<file path="config.mk">
export PLATFORM = sky130hd
export DESIGN_NAME = dm_port_arbiter
export DESIGN_NICKNAME = d
export VERILOG_FILES = /design/src/rtl/dm_port_arbiter.sv
export SDC_FILE = /design/constraint.sdc
export NUM_CORES = 1
export LEC_CHECK = 0
export ABC_AREA = 1
export BUFFER_PORTS_ARGS = -buffer_cell sky130_fd_sc_hd__buf_2
export CORE_MARGIN = 1
export CORE_UTILIZATION = 47
export CTS_CLUSTER_SIZE = 16
export DETAILED_ROUTE_END_ITERATION = 12
export HOLD_SLACK_MARGIN = 0.15
export PLACE_DENSITY = 0.91
export SLEW_MARGIN = 15
export SYNTH_ARGS = -nofsm -noshare
export SYNTH_HDL_FRONTEND = slang
export SYNTH_SLANG_ARGS = --single-unit
export TNS_END_PERCENT = 50
</file>
<file path="constraint.sdc">
create_clock -name Clk -period 4.6 [get_ports Clk]
set_clock_uncertainty 0.15 [all_clocks]
set_input_delay 0.23 -clock Clk [delete_from_list [all_inputs] [get_ports Clk]]
set_output_delay 0.23 -clock Clk [all_outputs]
set_load 0.005 [all_outputs]
</file>
<file path="src/rtl/dm_port_arbiter.sv">
// Two-master arbiter for the single-port data memory.
// M0 is the CPU load/store path, M1 the debug/DMA port.
module dm_port_arbiter #(
  parameter int AW    = 30,
  parameter int DW    = 32,
  parameter int RR_EN = 1
) (
  input  logic          Clk,
  input  logic          Reset,
  input  logic          m0_req,
  input  logic          m0_we,
  input  logic [AW-1:0] m0_addr,
  input  logic [DW-1:0] m0_wdata,
  output logic          m0_gnt,
  output logic          m0_rvalid,
  output logic [DW-1:0] m0_rdata,
  input  logic          m1_req,
  input  logic          m1_we,
  input  logic [AW-1:0] m1_addr,
  input  logic [DW-1:0] m1_wdata,
  output logic          m1_gnt,
  output logic          m1_rvalid,
  output logic [DW-1:0] m1_rdata,
  output logic [AW-1:0] mem_ad,
  output logic [DW-1:0] mem_wrdata,
  output logic          mem_wr,
  input  logic [DW-1:0] mem_dm,
  output logic          busy
);

  localparam logic [1:0] IDLE   = 2'd0;
  localparam logic [1:0] ACCESS = 2'd1;
  localparam logic [1:0] RESP   = 2'd2;

  logic [1:0]    state;
  logic          owner;
  logic          last_grant;
  logic          win;
  logic          any_req;
  logic [DW-1:0] rdata0_q;
  logic [DW-1:0] rdata1_q;

  // win: 0 = M0, 1 = M1
  always_comb begin
    any_req = m0_req | m1_req;
    win     = 1'b0;
    if (m0_req && m1_req)
      win = (RR_EN != 0) ? ~last_grant : 1'b0;
    else if (m1_req)
      win = 1'b1;
  end

  always_ff @(posedge Clk or posedge Reset) begin
    if (Reset) begin
      state      <= IDLE;
      owner      <= 1'b0;
      last_grant <= 1'b1;
      mem_ad     <= '0;
      mem_wrdata <= '0;
      mem_wr     <= 1'b0;
      m0_gnt     <= 1'b0;
      m1_gnt     <= 1'b0;
      rdata0_q   <= '0;
      rdata1_q   <= '0;
    end else begin
      unique case (state)
        IDLE: begin
          if (any_req) begin
            owner      <= win;
            last_grant <= win;
            mem_ad     <= win ? m1_addr : m0_addr;
            mem_wrdata <= win ? m1_wdata : m0_wdata;
            mem_wr     <= win ? m1_we : m0_we;
            m0_gnt     <= ~win;
            m1_gnt     <= win;
            state      <= ACCESS;
          end
        end
        ACCESS: begin
          m0_gnt <= 1'b0;
          m1_gnt <= 1'b0;
          mem_wr <= 1'b0;
          state  <= mem_wr ? IDLE : RESP;
        end
        RESP: begin
          // keep the delivered word so rdata holds after rvalid
          if (owner) rdata1_q <= mem_dm;
          else       rdata0_q <= mem_dm;
          state <= IDLE;
        end
        default: state <= IDLE;
      endcase
    end
  end

  assign m0_rvalid = (state == RESP) && !owner;
  assign m1_rvalid = (state == RESP) && owner;
  assign m0_rdata  = m0_rvalid ? mem_dm : rdata0_q;
  assign m1_rdata  = m1_rvalid ? mem_dm : rdata1_q;
  assign busy      = (state != IDLE);

endmodule

</file>
==> reports/results.ini <==
[clock_tree]
clock_path_buffers = 2
cts_tree = done
clock_latency_ns = 0.40
h-tree-depth = 4
cts-root-buf = clkbuf_16
cts_buffers = 17
cts.sinks = 133
clkTransAtPathRegs_ns = 0.06

[floorplan]
placementRows = 42
die-area_um2 = 14000
io_pins = 294
die_h_um = 118
coreArea_um2 = 13200
initial_utilization_pct = 48.1
dieWidth_um = 118

[yosys]
yosysMostFrequentCell = nand2_1
synth_commonest_cells = 259 x nand2_1, 163 x inv_1, 132 x dfrtp_1
synth_area_um2 = 6370
syn_nets = 1005
synth_seq_area_share_pct = 52.2
synth_seq_cells = 133
synth_top_area_share_pct = 51.8
synth_cell_types = 18
synth_flop_cell = dfrtp_1
async_flop_share_pct = 100
yosysWarnings = 0
synth-edff-count = 0
synthTopCellsByArea = dfrtp_1 52%, nand2_1 15%, nand3_1 10%
postSynthAreaPerCell_um2 = 7.56
synth_area_leader_cell = dfrtp_1
syn_inst = 843

[routing]
drc = 0
first_pass_iters = 6
viasPerCell = 5.22
drtAntennaViolNets = 0
vias = 7632
drt-initial-drc-count = 811
routed_wl_mm = 23.5
wl_per_cell_um = 16.1

[setup_path]
path_delay_family = buffers and inverters
cp-end-kind = primary output
cp_slowest_cell = buf_4
path_buf_inv = 3
critPathLaunch = state[0]$_DFFE_PP0P_
critical_path.max_fanout = 60
cp-start-kind = flop
regToRegSetupSlack_ns = 1.87
crit_chain = inv_2, nand3_2, buf_4, o21ai_0, buf_2
critical_path.max_stage_delay_ns = 0.50
crit_type = reg -> out
reg2regPathDepth = 7
worst-path-stages = 5
r2r-start = state[1]$_DFFE_PP0P_
cp_data_arrival_time_ns = 2.37
endpoint = m1_rdata[27]
required_ns = 4.22
reg2reg_to = mem_wrdata[28]$_DFFE_PP0P_

[place]
pre_cts_ws_ns = 2.32
port_buffers = 293
place_hpwl_mm = 11.8
place_congestion = 0.801
placed_area_um2 = 7890

[sta]
period_minus_slack_ns = 2.75
rsz0062_at_grt = false
hold_viol = 0
finalSetupViolations = 0
maxSlewHeadroom_pct = 50.9
setup_ws_ns = 1.85
timing.hold.ws_ns = 0.237
setup_tns_ns = 0
fmax_mhz = 364
fin_crit_sh_pct = 59.8
drv_slew = 0
worst_pin_slew_ns = 0.737

[run_status]
status = finished, final reports clean

[cells_and_area]
fin_nets = 1434
fin_area_um2 = 10100
drive_gt1_share_pct = 26.8
syn_to_final_growth_pct = 58.6

[power_and_ir_drop]
leakage_nw = 5.79
peakVddDrop_v = 0.000346
p_per_area_nw_per_um2 = 618

[run]
cap_violations = 0

[grt]
antenna_found_initial = 1
grt_pass1_wl_mm = 37.1
grt_usage_pct = 33.7
grt_max_degree = 85
overflow = 0
grt_pass1_vias = 7597

[hold_path]
holdCritPathClass = in -> reg

-- worst reg2reg max path: stages, from the launching register on --
cell,delay (ns)
dfrtp_1,0.43
inv_2,0.08
nand2_2,0.07
nor2_4,0.53
buf_4,0.51
nand3_1,0.20
dlygate4sd3_1,0.62
nand2_1,0.08
-- worst min-delay path by stage --
stage | cells after the start | end | startpoint
floorplan | 2 | rdata1_q[27]$_DFFE_PP0P_ | mem_dm[27]
global placement | 2 | rdata1_q[26]$_DFFE_PP0P_ | Reset
detailed placement | 2 | rdata1_q[26]$_DFFE_PP0P_ | Reset
CTS | 4 | mem_ad[11]$_DFFE_PP0P_ | m0_req
finish | 4 | mem_ad[21]$_DFFE_PP0P_ | m0_req
global route | 4 | mem_ad[22]$_DFFE_PP0P_ | m0_req
-- area by class of cell --
type,count,area (um2)
well taps,176,220
inverters,165,624
flip-flops and latches,133,3330
repair buffers,461,3130
clock inverters,13,195
clock buffers,18,439
fillers,777,3130
multi-input cells,494,2180
diodes,1,2.50
-- routing by layer --
metal  track usage, %  share of wire (%)  up-vias
li1                 -                  -     3433
met1             38.4                 36     3479
met2             55.7                 48      598
met3             7.96                 10      122
met4             24.8                6.4        0
met5                0                  0        -
-- state kept, by name, summed over array words and instances (netlist names) --
register    flops
mem_wr          1
state           2
mem_wrdata     32
m1_gnt          1
last_grant      1
m0_gnt          1
rdata0_q       32
rdata1_q       32
mem_ad         30
owner           1
-- through the flow --
step                      instances  utilization (%)  total power [mW]
after floorplan                 843                -              3.25
after global placement         1270             59.5              4.16
after detailed placement       1270             59.5              4.25
after CTS                      1460             76.4              6.06
after global routing           1461             76.4              6.63
final                          1461             76.4              6.25
-- cells by family after synthesis --
kind of cell	count (synthesis)	synth area share (%)
DFF	133	52.2
and+or+nand+nor	397	26.2
buffers and inverters	216	13.9
AOI/OAI and AO/OA	97	7.62
-- placed cells by master (no fill, tap or decap) --
master / Yosys / layout
o21ai_0: 96 / 96
clkinv_4: 0 / 4
nor2_4: 1 / 1
inv_1: 163 / 162
buf_4: 8 / 9
inv_6: 0 / 5
diode_2: 0 / 1
clkbuf_16: 0 / 17
nand2_2: 2 / 3
o21ai_4: 0 / 1
buf_2: 18 / 293
nand3_1: 131 / 130
dfrtp_1: 132 / 132
nor2_1: 3 / 3
clkbuf_8: 0 / 1
dlygate4sd3_1: 0 / 159
inv_2: 2 / 2
dfstp_2: 1 / 1
clkinv_2: 0 / 1
nand3_2: 1 / 2
bufinv_16: 0 / 4
nand2_1: 259 / 258
-- timing repair --
item,4_1_cts,5_1_grt
hold buffers,159,0
resized for setup,0,0
buffers inserted,0,0
endpoints found under the hold margin,209,0
-- report_power, final --
| part | total (mW) | switching (mW) | internal [mW] |
|---|---|---|---|
| Clock | 1.46 | 0.531 | 0.929 |
| Sequential | 2.05 | 0.285 | 1.76 |
| Combinational | 2.74 | 1.55 | 1.20 |
Note: power is estimated with default switching activity, not from simulation.
